File: config.mk
export PLATFORM = sky130hd
export DESIGN_NAME = main_ctrl
export DESIGN_NICKNAME = d
export VERILOG_FILES = /design/src/rtl/ctrl_pkg.sv /design/src/rtl/r_decode.sv /design/src/rtl/main_ctrl.sv
export SDC_FILE = /design/constraint.sdc
export NUM_CORES = 1
export LEC_CHECK = 0
export ABC_CLOCK_PERIOD_IN_PS = 1450
export BUFFER_PORTS_ARGS = -buffer_cell sky130_fd_sc_hd__buf_2
export CORE_MARGIN = 2
export CORE_UTILIZATION = 46
export CTS_CLUSTER_SIZE = 28
export DETAILED_ROUTE_END_ITERATION = 7
export GPL_TIMING_DRIVEN = 0
export PLACE_DENSITY = 0.77
export SLEW_MARGIN = 25
export SYNTH_ARGS = -nofsm -noshare
export SYNTH_HDL_FRONTEND = slang
export SYNTH_HIERARCHICAL = 1
export SYNTH_SLANG_ARGS = --single-unit
export TNS_END_PERCENT = 10
File: constraint.sdc
create_clock -name clk -period 1.45 [get_ports clk]
set_clock_uncertainty 0.05 [all_clocks]
set_input_delay 0.29 -clock clk [delete_from_list [all_inputs] [get_ports clk]]
set_output_delay 0.29 -clock clk [all_outputs]
set_load 0.005 [all_outputs]
File: src/rtl/ctrl_pkg.sv
// Shared encodings for the R-type controller and the datapath ALU/MU.
package ctrl_pkg;

   localparam logic [6:0] OP_RTYPE = 7'b0110011;

   typedef enum logic [3:0] {
      ALU_ADD  = 4'd0,
      ALU_SUB  = 4'd1,
      ALU_SLL  = 4'd2,
      ALU_SLT  = 4'd3,
      ALU_SLTU = 4'd4,
      ALU_XOR  = 4'd5,
      ALU_SRL  = 4'd6,
      ALU_SRA  = 4'd7,
      ALU_OR   = 4'd8,
      ALU_AND  = 4'd9
   } alu_op_e;

   typedef enum logic [1:0] {
      MU_MUL    = 2'd0,
      MU_MULH   = 2'd1,
      MU_MULHSU = 2'd2,
      MU_MULHU  = 2'd3
   } mul_op_e;

   typedef enum logic [2:0] {
      FETCH  = 3'd0,
      DECODE = 3'd1,
      MWAIT  = 3'd2,
      WB     = 3'd3,
      TRAP   = 3'd4
   } state_e;

   typedef struct packed {
      logic    legal;
      logic    is_mul;
      alu_op_e aluctl;
      mul_op_e mulctl;
   } decode_t;

endpackage

File: src/rtl/r_decode.sv
// Combinational R-type / M-extension decoder.
module r_decode
   import ctrl_pkg::*;
(
   input  logic [6:0] opcode,
   input  logic [2:0] func3,
   input  logic       func7b5,
   input  logic       func7b0,
   output decode_t    dec_c
);

   always_comb begin
      dec_c = '0;
      if (opcode == OP_RTYPE) begin
         case ({func7b5, func7b0})
            2'b00: begin
               dec_c.legal = 1'b1;
               case (func3)
                  3'b000:  dec_c.aluctl = ALU_ADD;
                  3'b001:  dec_c.aluctl = ALU_SLL;
                  3'b010:  dec_c.aluctl = ALU_SLT;
                  3'b011:  dec_c.aluctl = ALU_SLTU;
                  3'b100:  dec_c.aluctl = ALU_XOR;
                  3'b101:  dec_c.aluctl = ALU_SRL;
                  3'b110:  dec_c.aluctl = ALU_OR;
                  default: dec_c.aluctl = ALU_AND;
               endcase
            end
            2'b10: begin
               if (func3 == 3'b000) begin
                  dec_c.legal  = 1'b1;
                  dec_c.aluctl = ALU_SUB;
               end else if (func3 == 3'b101) begin
                  dec_c.legal  = 1'b1;
                  dec_c.aluctl = ALU_SRA;
               end
            end
            2'b01: begin
               // Multiply ops only; func3[2] set (divide) decodes as illegal.
               if (!func3[2]) begin
                  dec_c.legal  = 1'b1;
                  dec_c.is_mul = 1'b1;
                  case (func3[1:0])
                     2'b00:   dec_c.mulctl = MU_MUL;
                     2'b01:   dec_c.mulctl = MU_MULH;
                     2'b10:   dec_c.mulctl = MU_MULHSU;
                     default: dec_c.mulctl = MU_MULHU;
                  endcase
               end
            end
            default: dec_c = '0;
         endcase
      end
   end

endmodule

File: src/rtl/main_ctrl.sv
// Multi-cycle R-type control FSM: fetch, decode, optional multiply wait, writeback, trap.
module main_ctrl
   import ctrl_pkg::*;
#(
   parameter int unsigned MUL_LAT = 2
) (
   input  logic       clk,
   input  logic       rst,
   input  logic [6:0] opcode,
   input  logic [2:0] func3,
   input  logic       func7b5,
   input  logic       func7b0,
   output logic       pcwe,
   output logic       pcctl,
   output logic       regwe,
   output logic [3:0] aluctl,
   output logic [1:0] mulctl,
   output logic       ifuresctl,
   output logic       retire,
   output logic       illegal
);

   localparam int unsigned CNT_W = 4;

   decode_t          dec_c;
   state_e           state;
   logic [CNT_W-1:0] cnt;

   r_decode u_r_decode (
      .opcode  (opcode),
      .func3   (func3),
      .func7b5 (func7b5),
      .func7b0 (func7b0),
      .dec_c   (dec_c)
   );

   // Only sequential PC update is supported.
   assign pcctl = 1'b0;

   always_ff @(posedge clk or posedge rst) begin
      if (rst) begin
         state     <= FETCH;
         cnt       <= '0;
         pcwe      <= 1'b0;
         regwe     <= 1'b0;
         retire    <= 1'b0;
         illegal   <= 1'b0;
         aluctl    <= '0;
         mulctl    <= '0;
         ifuresctl <= 1'b0;
      end else begin
         pcwe   <= 1'b0;
         regwe  <= 1'b0;
         retire <= 1'b0;
         case (state)
            FETCH: state <= DECODE;
            DECODE: begin
               aluctl    <= dec_c.aluctl;
               mulctl    <= dec_c.mulctl;
               ifuresctl <= dec_c.is_mul;
               if (!dec_c.legal) begin
                  state   <= TRAP;
                  illegal <= 1'b1;
               end else if (dec_c.is_mul) begin
                  state <= MWAIT;
                  cnt   <= CNT_W'(MUL_LAT);
               end else begin
                  state  <= WB;
                  pcwe   <= 1'b1;
                  regwe  <= 1'b1;
                  retire <= 1'b1;
               end
            end
            MWAIT: begin
               // Leaving on cnt==1 makes MWAIT last exactly MUL_LAT cycles.
               cnt <= cnt - CNT_W'(1);
               if (cnt == CNT_W'(1)) begin
                  state  <= WB;
                  pcwe   <= 1'b1;
                  regwe  <= 1'b1;
                  retire <= 1'b1;
               end
            end
            WB: state <= FETCH;
            TRAP: begin
               state   <= TRAP;
               illegal <= 1'b1;
            end
            default: state <= FETCH;
         endcase
      end
   end

endmodule

==> results of run 1 <==
-- worst register-to-register path, stage by stage (launching register included) --
cell and delay (ns):
dfrtp_1 0.40, buf_6 0.15, nor3b_4 0.22, buf_4 0.17, mux2_2 0.33
-- layout by cell type, fill, tap and decap left out, types with 4 or more instances in the layout --
cell type / n
mux2_2: 7
nor2_1: 6
a21oi_1: 6
inv_1: 5
dfrtp_1: 16
nand2_1: 4
buf_4: 9
buf_2: 23
-- cells by family after synthesis --
| family | after synthesis |
|---|---|
| mux | 7 |
| flops | 16 |
| buf+inv | 14 |
| compound gates | 17 |
| fa+ha+maj | 2 |
| other cells | 1 |
| xor+xnor | 2 |
| simple gates | 37 |
-- Yosys cell counts, drive strengths merged --
cell type   n  area share
dfrtp      16        0.41
a21oi       7       0.036
buf         7       0.050
mux2        7       0.080
nor2        7       0.027
inv         6       0.023
nand2       4       0.015
nor3        4       0.031
nand2b      3       0.019
nor2b       3       0.019
nor4        3       0.032
o22ai       3       0.019
or2         3       0.019
a22oi       2       0.015
ha          2       0.025
nand3b      2       0.015
or3b        2       0.018
a221oi      1      0.0089
a2bb2oi     1      0.0089
a32oi       1      0.0089
and4b       1       0.010
clkbuf      1      0.0038
conb        1      0.0038
nand3       1       0.018
nand4b      1      0.0089
nor3b       1       0.019
nor4b       1       0.015
o22a        1      0.0089
o31a        1      0.0089
or2b        1      0.0089
xnor2       1      0.0089
xor2        1      0.0089
-- area by class of cell --
class                      count  share of cell area
buffer                         8              0.0437
timing repair buffer          28               0.136
multi-input combinational     66               0.430
inverter                       6              0.0183
clock buffer                   3              0.0183
tap                           27              0.0275
sequential                    16               0.326
-- repair_timing --
action / in CTS / in global routing
gates resized for setup: 1 / 6
buffers inserted: 3 / 4
setup endpoints to repair: 12 / 14
pin swaps: 6 / 4
-- per-layer routing --
layer / global-route usage / part of all wire / vias up
met5: 0 / 0 / -
met4: 0.0926 / 0.023 / 0
met3: 0.0476 / 0.046 / 4
met2: 0.303 / 0.51 / 20
met1: 0.200 / 0.42 / 392
li1: - / - / 397
-- final timing paths --
kind	startpoint	end	slack [ns]	cells past startpoint
hold reg to reg	illegal	illegal	0.42	1
max in group asynchronous	rst	cnt[3]	0.97	2
min in group clk	opcode[4]	state[0]	0.38	5
setup reg to reg	state[2]	mulctl[0]	0.02	4
setup / recovery	opcode[6]	cnt[3]	-0.02	7
hold / removal	rst	state[0]	-0.003	2
-- state kept, by name, indices dropped and copies added (netlist names) --
signal,count
mulctl,2
cnt,4
illegal,1
retire,1
state,3
ifuresctl,1
aluctl,4
-- per-stage QoR --
stage          cell area [um^2]  hold WS [ns]  power (mW)
2_1_floorplan               996         0.154       0.766
3_3_place_gp               1130         0.332       0.819
3_5_place_dp               1130         0.338       0.831
4_1_cts                    1190        0.0192        1.06
5_1_grt                    1230        0.0434        1.18
6_report                   1230      -0.00323        1.10
-- power groups by stage --
stage                     clock [mW]  sequential (mW)  combinational [mW]
after global routing           0.258            0.527               0.392
after CTS                      0.236            0.519               0.304
after floorplan                    0            0.518               0.249
after global placement             0            0.523               0.296
after detailed placement           0            0.529               0.302
final                          0.227            0.519               0.359
==> impl_metrics.env, run 1 <==
export IMPL_dp_cells=144
export IMPL_clock_root_buffer="clkbuf_4"
export IMPL_power_density_nw_per_um2=898
export IMPL_cp_required_ns=1.56
export IMPL_grt_pass1_wl_um=3330
export IMPL_synth_top_family_by_area="simple AND/OR/NAND/NOR gates"
export IMPL_yosysSeqAreaShare=0.407
export IMPL_ys_ff_latch=16
export IMPL_period_minus_slack_ns=1.47
export IMPL_vias=813
export IMPL_power_static_leakage_nw=0.588
export IMPL_min_path_type="primary input to async pin"
export IMPL_cts_tree="yes"
export IMPL_slew_limit_headroom=0.614
export IMPL_wl_per_cell_um=12.7
export IMPL_route_detailed_drc=0
export IMPL_synthAdderAreaFrac=0.0254
export IMPL_dp_hpwl_um=1390
export IMPL_seqPwrFrac=0.470
export IMPL_numCtsBuffers=3
export IMPL_crit_type="primary input to flip-flop"
export IMPL_ys_types=37
export IMPL_cp_start_kind="primary input"
export IMPL_netSwitchingPower_uw=334
export IMPL_h_tree_depth=1
export IMPL_tightestPinTransition_ns=0.579
export IMPL_io_pins=26
export IMPL_pwr_share_clk=0.205
export IMPL_crit_family="simple AND/OR/NAND/NOR gates"
export IMPL_maxSlewViolCount=0
export IMPL_initial_core_util=0.496
export IMPL_multi_input_area_um2=529
export IMPL_synth_compound_area_frac=0.115
export IMPL_pre_cts_slack_ns=-0.430
export IMPL_post_route_util=0.621
export IMPL_syn_area_um2=983
export IMPL_antenna_found_initial=0
export IMPL_yosys_mux_area_fraction=0.0802
export IMPL_grt_pass1_vias=786
export IMPL_die_h_um=50.2
export IMPL_num_nets_final=145
export IMPL_area_delta_synth_final_pct=25.1
export IMPL_synth_cells=96
export IMPL_ctsHoldBuffers=0
export IMPL_globalRouteOverflowTotal=0
export IMPL_endpoint_kind="flip-flop"
export IMPL_violations="hold timing, setup timing"
export IMPL_synth_xor_area_frac=0.0178
export IMPL_hold_viol_final=8
export IMPL_die_area_um2=2520
export IMPL_drive_gt1_frac=0.472
export IMPL_syn_area_per_cell_um2=10.2
export IMPL_p_sw_frac=0.302
export IMPL_clk_path_buf_depth=2
export IMPL_holdWs_ns=-0.00323
export IMPL_diodes=0
export IMPL_rows=16
export IMPL_cap_violations=0
export IMPL_setup_tns_ns=-0.0294
export IMPL_final_antenna_net_count=0
export IMPL_synth_fp_nets=112
export IMPL_setup_ws_ns=-0.0153
export IMPL_status="finished, violations left"
export IMPL_seq_area_um2=400
export IMPL_first_pass_iters=4
export IMPL_place_port_buffers=21
export IMPL_path_buf_inv=1
export IMPL_fin_crit_sh=1.01
export IMPL_vias_per_cell=5.28
export IMPL_power_share_combinational=0.325
export IMPL_dieWidth_um=50.2
export IMPL_critical_path_cell_chain="buf_6, and4b_1, nand3_4, nor4b_4, nand4b_1, a21oi_2, o22ai_1"
export IMPL_slowest_delay_ns=0.28
export IMPL_clk_pin_slew_ns=0.09
export IMPL_finalSetupViolCount=2
export IMPL_clk_latency_ns=0.29
export IMPL_grt_use_total=0.177
export IMPL_drt_iter0_drc=8
export IMPL_crit_path_max_fanout=4
export IMPL_drt_total_wl_um=1960
export IMPL_gp_congestion=0.804
export IMPL_cts_sinks=16
export IMPL_peakVddDrop_uv=776
export IMPL_yosysWarnings=6
export IMPL_core_um2=1980
export IMPL_grt_max_degree=17
export IMPL_max_freq_mhz=682
export IMPL_critical_path_arrival_ns=1.58
export IMPL_internal_power_uw=770
export IMPL_synthSimpleGateAreaFrac=0.275
export IMPL_stdcell_count=154
export IMPL_slowest_stage="and4b_1"
export IMPL_fill_cells=181
export IMPL_rsz0062_at_grt="yes"
(Power assumes the default switching activity.)
==> inputs of run 2 (changes only) <==
ABC_AREA = 1   (was default)
==> impl_metrics.env, run 2 <==
export IMPL_totalPowerFinal_mw=1.18
export IMPL_wl_per_cell_um=9.58
export IMPL_synth_top_area_frac=0.411
export IMPL_ys_flop_type="dfrtp_1"
export IMPL_vias=908
export IMPL_first_pass_iters=4
export IMPL_grt_pass1_wl_um=3520
export IMPL_final_common_cell="nand2_1"
export IMPL_yosysSeqAreaShare=0.411
export IMPL_drt_total_wl_um=1830
export IMPL_route_detailed_drc=0
export IMPL_h_tree_depth=1
export IMPL_clk_latency_ns=0.27
export IMPL_crit_path_max_fanout=6
export IMPL_synth_fp_nets=152
export IMPL_slowest_delay_ns=0.24
export IMPL_crit_family="simple AND/OR/NAND/NOR gates"
export IMPL_cpMostUsedCell="nand2_1"
export IMPL_ys_types=22
export IMPL_peakVddDrop_uv=425
export IMPL_synth_area_leader_cell="dfrtp_1"
export IMPL_period_minus_slack_ns=1.26
export IMPL_cap_violations=0
export IMPL_synth_cells=136
export IMPL_drt_iter0_drc=22
export IMPL_setup_tns_ns=0
export IMPL_diodes=0
export IMPL_reg_top3="aluctl x4, cnt x4, state x3"
export IMPL_gp_congestion=0.820
export IMPL_grt_max_degree=17
export IMPL_final_cell_mix="nand2_1, buf_2, inv_1, nand3_1, dfrtp_1"
export IMPL_rsz0062_at_grt="no"
export IMPL_reg2regPathDepth=6
export IMPL_core_um2=1980
export IMPL_syn_area_per_cell_um2=7.16
export IMPL_num_nets_final=181
export IMPL_initial_core_util=0.491
export IMPL_endpoint_kind="flip-flop"
export IMPL_slowest_stage="a21oi_2"
export IMPL_post_route_util=0.589
export IMPL_power_density_nw_per_um2=1010
export IMPL_tightestPinTransition_ns=0.574
export IMPL_grt_pass1_vias=878
export IMPL_antenna_found_initial=0
export IMPL_area_delta_synth_final_pct=19.9
export IMPL_globalRouteOverflowTotal=0
export IMPL_ctsHoldBuffers=0
export IMPL_final_antenna_net_count=0
export IMPL_yosysMostFrequentCell="nand2_1"
export IMPL_hold_viol_final=0
export IMPL_crit_type="primary input to flip-flop"
export IMPL_vias_per_cell=4.75
export IMPL_power_static_leakage_nw=0.662
export IMPL_crit_cells=9
export IMPL_syn_area_um2=973
export IMPL_clock_root_buffer="clkbuf_4"
export IMPL_numCtsBuffers=3
export IMPL_critical_path_arrival_ns=1.39
export IMPL_path_buf_inv=1
export IMPL_maxSlewViolCount=0
export IMPL_cp_required_ns=1.57
export IMPL_io_pins=26
export IMPL_fin_crit_sh=0.871
export IMPL_grt_use_total=0.178
export IMPL_synth_area_top_cells="dfrtp_1, nand2_1, nand3_1, inv_1, nor2_1"
export IMPL_min_path_type="primary input to async pin"
export IMPL_setup_ws_ns=0.188
export IMPL_async_flop_share=1.00
export IMPL_dp_hpwl_um=1490
export IMPL_synth_edf_count=0
export IMPL_place_port_buffers=24
export IMPL_dieWidth_um=50
export IMPL_die_h_um=50
export IMPL_yosysWarnings=6
export IMPL_ys_ff_latch=16
export IMPL_cp_start_kind="primary input"
export IMPL_rows=16
export IMPL_drive_gt1_frac=0.262
export IMPL_pre_cts_slack_ns=-0.183
export IMPL_status="completed"
export IMPL_slew_limit_headroom=0.617
export IMPL_finalSetupViolCount=0
export IMPL_max_freq_mhz=792
export IMPL_cts_tree="yes"
export IMPL_clk_pin_slew_ns=0.09
export IMPL_cts_sinks=16
export IMPL_yosys_top_cells_count="nand2_1, inv_1, nand3_1"
export IMPL_clk_path_buf_depth=2
export IMPL_critical_path_cell_chain="buf_2, nor3_2, nand2_1, a21oi_2, nand3_2, nand2_2, nand2_2, nand2_1, nand2_1"
export IMPL_die_area_um2=2500
## run 2: metrics by stage
| step | cells | hold WS, ns | area [um^2] |
|---|---|---|---|
| after floorplan | 136 | 0.154 | 973 |
| after global placement | 187 | 0.317 | 1130 |
| after detailed placement | 187 | 0.324 | 1130 |
| after CTS | 191 | 0.0200 | 1160 |
| after global routing | 191 | 0.0556 | 1170 |
| final | 191 | 0.00352 | 1170 |
## run 2: worst paths after layout
path,from,to,slack [ns]
worst max-delay path,opcode[3],cnt[0],0.19
worst min-delay path,rst,aluctl[3],0.004
worst max register to register,state[2],cnt[0],0.25
worst min register to register,mulctl[0],mulctl[0],0.42
max in group asynchronous,rst,cnt[2],0.97
min in group clk,opcode[2],aluctl[2],0.38
## run 2: repair_timing
item,4_1_cts,5_1_grt
resized for setup,0,1
setup buffers,0,0
endpoints found under the hold margin,0,0
setup endpoints to repair,0,4
## run 2: metal layers
metal / track usage / part of all wire / vias up
li1: - / - / 480
met1: 0.225 / 0.46 / 408
met2: 0.298 / 0.50 / 16
met3: 0.0273 / 0.025 / 4
met4: 0.0787 / 0.019 / 0
met5: 0 / 0 / -
## run 2: worst register-to-register path, delay by kind of cell (launching register included)
kind          cells  cell delay, ns
simple gates      6            0.64
flops             1            0.42
## run 2: cell families (layout without fill, tap and decap cells)
kind of cell               after synthesis  in the layout  synth area share
AOI/OAI and AO/OA                        8              8            0.0527
adders and majority gates                2              2            0.0257
other                                    1              1           0.00385
buffers and inverters                   22             50            0.0977
and+or+nand+nor                         86             86             0.400
DFF                                     16             16             0.411
xor gates and xnor gates                 1              1           0.00900
## run 2: layout make-up
type / count / area [um^2]
multi-input combinational: 98 / 482
timing repair buffer: 24 / 120
buffer: 4 / 27.5
fill: 176 / 815
sequential: 16 / 400
inverter: 18 / 67.6
tap: 27 / 33.8
clock buffer: 4 / 36.3
## run 2: report_power, final
group / switching, mW / leakage (nW) / internal (mW) / total, mW
registers: 0.0370 / 0.200 / 0.489 / 0.526
logic: 0.253 / 0.442 / 0.123 / 0.376
clock network: 0.128 / 0.0210 / 0.153 / 0.281
total: 0.418 / 0.662 / 0.765 / 1.18
==> inputs of run 3 (changes only) <==
CORE_ASPECT_RATIO = 1.25   (was default)
==> impl_metrics.env, run 3 (synthesis gave the netlist of run 2 again) <==
export IMPL_status="completed"
export IMPL_route_detailed_drc=0
export IMPL_cap_violations=0
export IMPL_dp_hpwl_um=1500
export IMPL_reg_top3="aluctl x4, cnt x4, state x3"
export IMPL_vias_per_cell=4.79
export IMPL_reg2regPathDepth=6
export IMPL_area_delta_synth_final_pct=17.6
export IMPL_post_route_util=0.578
export IMPL_regToRegSetupSlack_ns=0.22
export IMPL_cts_sinks=16
export IMPL_crit_type="flip-flop to output pin"
export IMPL_wl_met1_um=793
export IMPL_dr_max_layer_used="met4"
export IMPL_initial_core_util=0.491
export IMPL_power_density_nw_per_um2=990
export IMPL_numCtsBuffers=3
export IMPL_period_minus_slack_ns=1.27
export IMPL_endpoint_kind="output pin"
export IMPL_first_pass_iters=4
export IMPL_clk_latency_ns=0.29
export IMPL_vias=876
export IMPL_wl_per_cell_um=10.0
export IMPL_tightestPinTransition_ns=0.602
export IMPL_rsz0062_at_grt="no"
export IMPL_cp_start_kind="flip-flop"
export IMPL_slew_limit_headroom=0.598
export IMPL_r2r_start="state[2]"
export IMPL_final_common_cell="nand2_1"
export IMPL_place_port_buffers=24
export IMPL_rows=18
export IMPL_critical_path_arrival_ns=0.93
export IMPL_final_antenna_net_count=0
export IMPL_max_freq_mhz=785
export IMPL_hold_viol_final=0
export IMPL_drive_gt1_frac=0.258
export IMPL_crit_path_max_fanout=3
export IMPL_dpl_instance_area_um2=1120
export IMPL_grt_pass1_wl_um=3340
export IMPL_wl_met3_um=49
export IMPL_globalRouteOverflowTotal=0
export IMPL_antenna_found_initial=0
export IMPL_drt_iter0_drc=8
export IMPL_clock_root_buffer="clkbuf_4"
export IMPL_clk_path_buf_depth=2
export IMPL_min_path_type="primary input to async pin"
export IMPL_cts_tree="yes"
export IMPL_finalSetupViolCount=0
export IMPL_cp_required_ns=1.11
export IMPL_maxSlewViolCount=0
export IMPL_final_cell_area_um2=1140
export IMPL_die_area_um2=2500
export IMPL_io_pins=26
export IMPL_ctsHoldBuffers=0
export IMPL_die_h_um=55.4
export IMPL_power_static_leakage_nw=0.655
export IMPL_dp_cells=180
export IMPL_grt_pass1_vias=828
export IMPL_rr_endpoint="cnt[0]"
export IMPL_h_tree_depth=1
export IMPL_diodes=0
export IMPL_fin_crit_sh=0.878
export IMPL_final_cell_mix="nand2_1, buf_2, inv_1, nand3_1, dfrtp_1"
export IMPL_stdcell_count=183
export IMPL_peakVddDrop_uv=479
export IMPL_gp_congestion=0.770
export IMPL_num_nets_final=181
export IMPL_grt_use_total=0.179
export IMPL_dieWidth_um=45.1
export IMPL_core_um2=1980
export IMPL_fill_cells=194
export IMPL_clk_pin_slew_ns=0.09
export IMPL_drt_total_wl_um=1840
export IMPL_route_met2_wl_um=951
export IMPL_grt_max_degree=17
-- run 3: cell types whose count changed in the layout (fill, tap and decap cells not counted), sizes merged --
cell | previous run | this run
clkbuf | 4 | 3
-- run 3: what timing repair did --
item                                    4_1_cts  5_1_grt
endpoints found under the setup margin        0        4
buffers inserted                              0        0
resized for setup                             0        1
-- run 3: layer usage --
layer | vias to the layer above | GRT usage
li1 | 475 | -
met1 | 375 | 0.214
met2 | 22 | 0.286
met3 | 4 | 0.0196
met4 | 0 | 0.126
met5 | - | 0
-- run 3: final cells by class --
cell class / count / area (um^2) / share of cell area
Clock buffer: 3 / 22.5 / 0.0197
Inverter: 18 / 67.6 / 0.0590
Sequential cell: 16 / 400 / 0.350
Tap cell: 20 / 25.0 / 0.0219
Timing Repair Buffer: 24 / 120 / 0.105
Buffer: 4 / 27.5 / 0.0240
Multi-Input combinational cell: 98 / 482 / 0.421
-- run 3: how the worst max path moves through the flow --
| stage | from | slack [ns] | endpoint |
|---|---|---|---|
| 6_report | retire | 0.18 | retire |
| 5_1_grt | opcode[3] | 0.04 | cnt[0] |
| 4_1_cts | opcode[3] | 0.10 | cnt[0] |
| 3_5_place_dp | opcode[3] | -0.20 | cnt[0] |
| 3_3_place_gp | opcode[3] | -0.17 | cnt[3] |
| 2_1_floorplan | opcode[3] | 0.08 | cnt[2] |
-- run 3: critical path, stage by stage (launching register included) --
cell	delay (ns)
dfrtp_1	0.40
buf_4	0.13
buf_2	0.11
-- run 3: per-stage QoR --
stage / TNS [ns] / setup slack (ns) / hold slack (ns) / power, mW
after floorplan: 0 / 0.0821 / 0.154 / 0.829
after global placement: -0.803 / -0.172 / 0.326 / 0.902
after detailed placement: -0.937 / -0.202 / 0.343 / 0.909
after CTS: 0 / 0.104 / 0.0266 / 1.14
after global routing: 0 / 0.0367 / 0.0615 / 1.23
final: 0 / 0.177 / 0.00488 / 1.13
-- run 3: power by group --
group	switching, mW	leakage, nW	internal (mW)
Combinational	0.253	0.442	0.124
Clock	0.137	0.0138	0.0966
Sequential	0.0336	0.200	0.489
